--- config.mk ---
export PLATFORM = sky130hd
export DESIGN_NAME = generator_ctrl
export DESIGN_NICKNAME = d
export VERILOG_FILES = /design/src/rtl/generator_ctrl_pkg.sv /design/src/rtl/gen_param_bank.sv /design/src/rtl/generator_ctrl.sv
export SDC_FILE = /design/constraint.sdc
export NUM_CORES = 2
export LEC_CHECK = 0
export CORE_AREA = 2 2 758 760
export CTS_BUF_LIST = sky130_fd_sc_hd__clkbuf_8
export DETAILED_ROUTE_END_ITERATION = 16
export DIE_AREA = 0 0 760 762
export HOLD_SLACK_MARGIN = 0.03
export PLACE_DENSITY = 0.33
export SYNTH_ARGS = -nofsm -noshare
export SYNTH_HDL_FRONTEND = slang
export SYNTH_SLANG_ARGS = --single-unit
--- constraint.sdc ---
create_clock -name clk -period 5.1 [get_ports clk]
set_clock_uncertainty 0.2 [all_clocks]
set_input_delay 0.51 -clock clk [delete_from_list [all_inputs] [get_ports clk]]
set_output_delay 0.51 -clock clk [all_outputs]
set_load 0.05 [all_outputs]
--- src/rtl/generator_ctrl_pkg.sv ---
// Shared types and constants for the generator sequencer and its parameter bank.
package generator_ctrl_pkg;

  typedef enum logic [2:0] {
    ST_IDLE,
    ST_LOAD,
    ST_READY,
    ST_SETTLE,
    ST_STREAM
  } state_t;

  localparam int N_PARAM      = 45;
  localparam int OFF_W_L2     = 0;
  localparam int OFF_W_L3     = 6;
  localparam int OFF_B_L2     = 33;
  localparam int OFF_B_L3     = 36;
  localparam int OUT_LAST_IDX = 8;
  localparam int PTR_W        = 6;
  localparam int IDX_W        = 4;

endpackage

--- src/rtl/gen_param_bank.sv ---
// 45-word parameter register file for the 2-3-9 generator. Words are stored in
// flat load order and fanned out onto the four flattened parameter buses.
module gen_param_bank
  import generator_ctrl_pkg::*;
#(
  parameter int WIDTH       = 32,
  parameter int N_INPUT     = 2,
  parameter int N_NEURON_L2 = 3,
  parameter int N_NEURON_L3 = 9
) (
  input  logic                                  clk,
  input  logic                                  rst_n,
  input  logic                                  we,
  input  logic [PTR_W-1:0]                      addr,
  input  logic [WIDTH-1:0]                      data,
  output logic [N_INPUT*N_NEURON_L2*WIDTH-1:0]     w_L2,
  output logic [N_NEURON_L2*N_NEURON_L3*WIDTH-1:0] w_L3,
  output logic [N_NEURON_L2*WIDTH-1:0]             b_L2,
  output logic [N_NEURON_L3*WIDTH-1:0]             b_L3
);

  localparam logic [PTR_W-1:0] LAST_ADDR = PTR_W'(N_PARAM - 1);

  logic [WIDTH-1:0] bank [N_PARAM];

  // Single write port; addresses beyond the last word are dropped.
  always_ff @(posedge clk or negedge rst_n) begin
    if (!rst_n) begin
      for (int i = 0; i < N_PARAM; i++) bank[i] <= '0;
    end else if (we && (addr <= LAST_ADDR)) begin
      bank[addr] <= data;
    end
  end

  for (genvar i = 0; i < N_INPUT*N_NEURON_L2; i++) begin : g_w_l2
    assign w_L2[i*WIDTH +: WIDTH] = bank[OFF_W_L2 + i];
  end

  for (genvar i = 0; i < N_NEURON_L2*N_NEURON_L3; i++) begin : g_w_l3
    assign w_L3[i*WIDTH +: WIDTH] = bank[OFF_W_L3 + i];
  end

  for (genvar i = 0; i < N_NEURON_L2; i++) begin : g_b_l2
    assign b_L2[i*WIDTH +: WIDTH] = bank[OFF_B_L2 + i];
  end

  for (genvar i = 0; i < N_NEURON_L3; i++) begin : g_b_l3
    assign b_L3[i*WIDTH +: WIDTH] = bank[OFF_B_L3 + i];
  end

endmodule

--- src/rtl/generator_ctrl.sv ---
// Sequencer around the combinational 2-3-9 generator MLP: loads the parameter
// bank from a serial config stream, holds one sample on the generator inputs
// for SETTLE cycles, captures the 9 outputs and streams them out.
// Optional build macro GENERATOR_CTRL_BURST_OUT_EN: results leave as a single
// beat on out_bus instead of nine serial beats.
module generator_ctrl
  import generator_ctrl_pkg::*;
#(
  parameter int WIDTH       = 32,
  parameter int N_INPUT     = 2,
  parameter int N_NEURON_L2 = 3,
  parameter int N_NEURON_L3 = 9,
  parameter int SETTLE      = 2
) (
  input  logic                                     clk,
  input  logic                                     rst_n,
  input  logic                                     cfg_start,
  input  logic                                     cfg_valid,
  output logic                                     cfg_ready,
  input  logic [WIDTH-1:0]                         cfg_data,
  output logic                                     cfg_loaded,
  input  logic                                     in_valid,
  output logic                                     in_ready,
  input  logic signed [WIDTH-1:0]                  in_a1,
  input  logic signed [WIDTH-1:0]                  in_a2,
  output logic signed [WIDTH-1:0]                  gen_a_1,
  output logic signed [WIDTH-1:0]                  gen_a_2,
  output logic [N_INPUT*N_NEURON_L2*WIDTH-1:0]     w_L2,
  output logic [N_NEURON_L2*N_NEURON_L3*WIDTH-1:0] w_L3,
  output logic [N_NEURON_L2*WIDTH-1:0]             b_L2,
  output logic [N_NEURON_L3*WIDTH-1:0]             b_L3,
  input  logic [N_NEURON_L3*WIDTH-1:0]             gen_y,
  output logic                                     out_valid,
  input  logic                                     out_ready,
  output logic [WIDTH-1:0]                         out_data,
  output logic [IDX_W-1:0]                         out_idx,
  output logic                                     out_last,
  output logic                                     busy
`ifdef GENERATOR_CTRL_BURST_OUT_EN
  ,
  output logic [N_NEURON_L3*WIDTH-1:0]             out_bus
`endif
);

  localparam int CNT_W = $clog2(SETTLE + 1);
  localparam logic [PTR_W-1:0] LAST_PTR = PTR_W'(N_PARAM - 1);
  localparam logic [IDX_W-1:0] LAST_IDX = IDX_W'(OUT_LAST_IDX);
`ifdef GENERATOR_CTRL_BURST_OUT_EN
  localparam logic [IDX_W-1:0] FIRST_IDX = LAST_IDX;
`else
  localparam logic [IDX_W-1:0] FIRST_IDX = '0;
`endif

  state_t           state, state_nxt;
  logic [PTR_W-1:0] ptr;
  logic [CNT_W-1:0] cnt;
  logic [IDX_W-1:0] idx;
  logic [WIDTH-1:0] res_buf [N_NEURON_L3];
  logic             cfg_hs, in_hs, out_hs, start_ok, capture;

  assign cfg_hs   = cfg_valid && cfg_ready;
  assign in_hs    = in_valid && in_ready;
  assign out_hs   = out_valid && out_ready;
  assign start_ok = cfg_start &&
                    ((state == ST_IDLE) || (state == ST_LOAD) || (state == ST_READY));
  assign capture  = (state == ST_SETTLE) && (cnt == CNT_W'(1));
  assign out_idx  = idx;

  gen_param_bank #(
    .WIDTH       (WIDTH),
    .N_INPUT     (N_INPUT),
    .N_NEURON_L2 (N_NEURON_L2),
    .N_NEURON_L3 (N_NEURON_L3)
  ) u_bank (
    .clk   (clk),
    .rst_n (rst_n),
    .we    (cfg_hs),
    .addr  (ptr),
    .data  (cfg_data),
    .w_L2  (w_L2),
    .w_L3  (w_L3),
    .b_L2  (b_L2),
    .b_L3  (b_L3)
  );

  // State register.
  always_ff @(posedge clk or negedge rst_n) begin
    if (!rst_n) state <= ST_IDLE;
    else        state <= state_nxt;
  end

  // Next-state decode; cfg_start has priority over a sample in READY.
  always_comb begin
    state_nxt = state;
    case (state)
      ST_IDLE:   if (cfg_start) state_nxt = ST_LOAD;
      ST_LOAD:   if (cfg_hs && (ptr == LAST_PTR)) state_nxt = ST_READY;
      ST_READY: begin
        if (cfg_start)  state_nxt = ST_LOAD;
        else if (in_hs) state_nxt = ST_SETTLE;
      end
      ST_SETTLE: if (capture) state_nxt = ST_STREAM;
      ST_STREAM: if (out_hs && out_last) state_nxt = ST_READY;
      default:   state_nxt = ST_IDLE;
    endcase
  end

  // Handshake and result outputs decoded from the current state.
  always_comb begin
    cfg_ready = (state == ST_LOAD) && !cfg_start;
    in_ready  = (state == ST_READY) && !cfg_start;
    out_valid = (state == ST_STREAM);
    out_last  = (state == ST_STREAM) && (idx == LAST_IDX);
    busy      = (state == ST_SETTLE) || (state == ST_STREAM);
`ifdef GENERATOR_CTRL_BURST_OUT_EN
    out_data  = res_buf[0];
`else
    out_data  = res_buf[idx];
`endif
  end

`ifdef GENERATOR_CTRL_BURST_OUT_EN
  for (genvar k = 0; k < N_NEURON_L3; k++) begin : g_out_bus
    assign out_bus[k*WIDTH +: WIDTH] = res_buf[k];
  end
`endif

  // Load pointer, sample hold, settle countdown, result capture and out index.
  always_ff @(posedge clk or negedge rst_n) begin
    if (!rst_n) begin
      ptr        <= '0;
      cnt        <= '0;
      idx        <= '0;
      cfg_loaded <= 1'b0;
      gen_a_1    <= '0;
      gen_a_2    <= '0;
      for (int k = 0; k < N_NEURON_L3; k++) res_buf[k] <= '0;
    end else begin
      if (start_ok) begin
        ptr        <= '0;
        cfg_loaded <= 1'b0;
      end else if (cfg_hs) begin
        if (ptr == LAST_PTR) begin
          ptr        <= '0;
          cfg_loaded <= 1'b1;
        end else begin
          ptr <= ptr + PTR_W'(1);
        end
      end
      if (in_hs) begin
        gen_a_1 <= in_a1;
        gen_a_2 <= in_a2;
        cnt     <= CNT_W'(SETTLE);
      end else if (state == ST_SETTLE) begin
        cnt <= cnt - CNT_W'(1);
      end
      if (capture) begin
        for (int k = 0; k < N_NEURON_L3; k++) res_buf[k] <= gen_y[k*WIDTH +: WIDTH];
        idx <= FIRST_IDX;
      end else if (out_hs) begin
        idx <= out_last ? '0 : idx + IDX_W'(1);
      end
    end
  end

endmodule

==> metrics <==
status=finished clean; maximum number of pins on one net before global-route repair=about 150; Fin Setup TNS=0 ns; Die Area=579000 sq um; Final Routed Wirelength=just over 400 mm; CTS Sinks=approximately 1800; clock-pin slew on the worst setup and hold paths=around 0.060 ns; sort of element at the end of the critical path=output port; total congestion overflow after global routing=0; kind of path behind the tightest hold check=in2reg; library cell contributing the largest single delay on the critical path=sky130_fd_sc_hd__clkdlybuf4s50_1; hold_ws=~0.2 ns; Register Area=between 40000 and 50000 sq um; multi-input gate area in the final layout=23600 sq um; yosys warns=0; CTS tree=yes; filler cell count=62100; routed length per instance=between 20 and 30 um; clock latency of the later-clocked register in the worst-skew pair=about 1.1 ns; Max-Slew Margin vs Limit=0.246; gr usage total=0.137; setup-violating endpoint count in the final report=0; Worst Hold Path Cells=3; synthesized net count=between 5000 and 6000; count of H-tree levels built during CTS=5; number of port buffers=around 1900; Post-Syn Area per Cell=about 14 sq um; portion of the clock cycle consumed by the worst path in the final layout=0.938; first-pass iteration count of the detailed router=5; worst r2r path cells=5; top library cells by usage in the layout, fill and taps aside=sky130_fd_sc_hd__clkdlybuf4s50_1 (1892), sky130_fd_sc_hd__dfrtp_1 (1804), sky130_fd_sc_hd__mux2_2 (1536); share of post-route cells with drive strength above 1=0.302; clock root buffer master=sky130_fd_sc_hd__clkbuf_8; Slew Limit Fails=0; Total Power=between 40 and 50 mW; sequential share of the synthesized area=0.645; # Max-Cap Violations=0; LEAKAGE=roughly 51 nW; arrival time reported for the critical path endpoint=between 4 and 5 ns; number of enable-type register cells in the synthesized netlist=0; worst setup path category=reg2out; initial antenna violation count=roughly 150; unrepaired setup endpoints after global routing=no; wire length of the first global-routing pass=about 540 mm; TritonCTS buffer count=between 300 and 400; I/O pins=just under 2000; highest achievable clock rate=around 210 MHz; Initial DRC Count=about 2500; area leader, netlist=sky130_fd_sc_hd__dfrtp_1; Horiz. Die Dim=roughly 760 um; vias in the first global route=55200; IR drop worst, VDD=379 uV; synth top area cells=sky130_fd_sc_hd__dfrtp_1 (65%), sky130_fd_sc_hd__mux2_2 (25%), sky130_fd_sc_hd__nand2_1 (5.2%); delay contributed by the slowest stage of the critical path=a little under 0.9 ns; final-stage net count=7793; DRC violations left=0; number of nets with antenna violations after detailed routing=0; largest fanout of any net on the critical path=49; total via count in the routed design=between 50000 and 60000; prevailing post-synth register cell=sky130_fd_sc_hd__dfrtp_1; Die Y-Extent=approximately 760 um; row count=about 280; async set or reset register ratio after synthesis=1.00; Required @ worst endpoint=roughly 4.4 ns; instance count of the mapped netlist=approximately 5000; layout-stage area growth over the synthesis result=57.4%; post-route core utilization=0.193; core footprint=571000 sq um; Synth top area share=0.645; number of distinct standard cells referenced by the synthesized netlist=43; final critical path time including I/O delays and setup=4.78 ns; cell area after technology mapping=70100 sq um; initial core utilization=0.123; most frequent standard cell in the layout excluding fill and tap cells=sky130_fd_sc_hd__clkdlybuf4s50_1; ratio of routed vias to standard cells=roughly 3.4; cells traversed along the worst timing path=buf_4, buf_12, nor4b_2, buf_4, nand2_1, nand2_1, clkdlybuf4s50_1; RePlAce Congestion=roughly 0.83; final HPWL from detailed placement=around 300 mm; power density normalized to cell area=roughly 390 nW/um^2; total of flip-flops plus latches after synthesis=~1800; worst-case register-to-register setup slack=1.30 ns; number of buffers between clock root and the deepest sink=4; count of endpoints failing hold in the final timing report=0; kind of start point of the critical path=flip-flop; slew at the pin closest to its max-slew limit=approximately 1.1 ns
[final cells by class]
type / instances / area share
diodes: 65 / 0.00147
clock buffers: 443 / 0.0553
clock inverters: 197 / 0.0104
inverters: 9 / 0.000306
multi-input cells: 2737 / 0.214
flip-flops and latches: 1808 / 0.410
well taps: 7560 / 0.0857
repair buffers: 2477 / 0.223
[logic make-up after synthesis]
logic type / after synthesis / synth area share
AOI/OAI and AO/OA: 90 / 0.00912
and+or+nand+nor: 1039 / 0.0580
xor gates and xnor gates: 2 / 0.000250
muxes: 1601 / 0.262
buffers and inverters: 427 / 0.0247
DFF: 1808 / 0.645
adders and majority gates: 5 / 0.000892
[cell usage after synthesis (all sizes together) (3+ instances only)]
cell type,count
nand3,25
o221ai,31
nand4,3
and2,3
a31oi,35
and4,3
or3,3
buf,164
inv,9
nor2,9
ha,5
nor4b,4
nand2,969
mux2i,33
nor3b,3
a311oi,3
a21oi,11
nor3,5
mux2,1536
dfrtp,1808
o21ai,5
mux4,32
clkbuf,254
[repair_timing]
item | 4_1_cts | 5_1_grt
resized for setup | 7 | 2
setup endpoints to repair | 19 | 2
hold buffers | 390 | 0
setup buffers | 5 | 0
hold endpoints to repair | 2687 | 0
[final timing paths]
| check | start | to |
|---|---|---|
| min in group asynchronous | rst_n | u_bank.b_L3[250] |
| min | gen_y[251] | res_buf[59] |
| max | out_idx[0] | out_data[15] |
| max in group asynchronous | rst_n | u_bank.w_L3[769] |
| min reg2reg | res_buf[157] | res_buf[157] |
| max reg2reg | state[1] | u_bank.w_L3[93] |
[critical path: cells and delay by family, from the launching register on]
family                 cells  cell delay [ns]
buffers and inverters      4             1.72
DFF                        1             0.57
and+or+nand+nor            3             0.59
[layer usage]
layer / up-vias / wire length, um / GRT usage
met3: 631 / 29700 / 0.0411
met1: 26900 / 159000 / 0.154
met5: - / 421 / 0
met4: 68 / 14400 / 0.0432
li1: 22000 / - / -
met2: 2116 / 209000 / 0.247
[power breakdown]
group / internal [mW] / total, mW / switching (mW) / leakage, nW
combinational: 3.65 / 10.5 / 6.84 / 22.1
clock: 8.08 / 15.4 / 7.30 / 4.27
sequential: 16.1 / 17.3 / 1.21 / 24.5
total: 27.9 / 43.2 / 15.3 / 50.9
[stage by stage]
step | setup slack (ns) | std cells | area (sq um)
detailed placement | 0.710 | 14200 | 98900
global route | 0.0425 | 15300 | 110000
floorplan | 1.07 | 4972 | 70100
finish | 0.317 | 15300 | 110000
global placement | 0.753 | 14200 | 98900
CTS | 0.00598 | 15200 | 110000
[flip-flops by register name, indices dropped and copies added (netlist names), 4 cells and up]
name / count
u_bank.w_L3: 864
res_buf: 288
u_bank.b_L3: 288
u_bank.w_L2: 192
u_bank.b_L2: 96
gen_a_1: 32
gen_a_2: 32
ptr: 6
out_idx: 4
No activity file was read; power rests on OpenSTA's default activity.
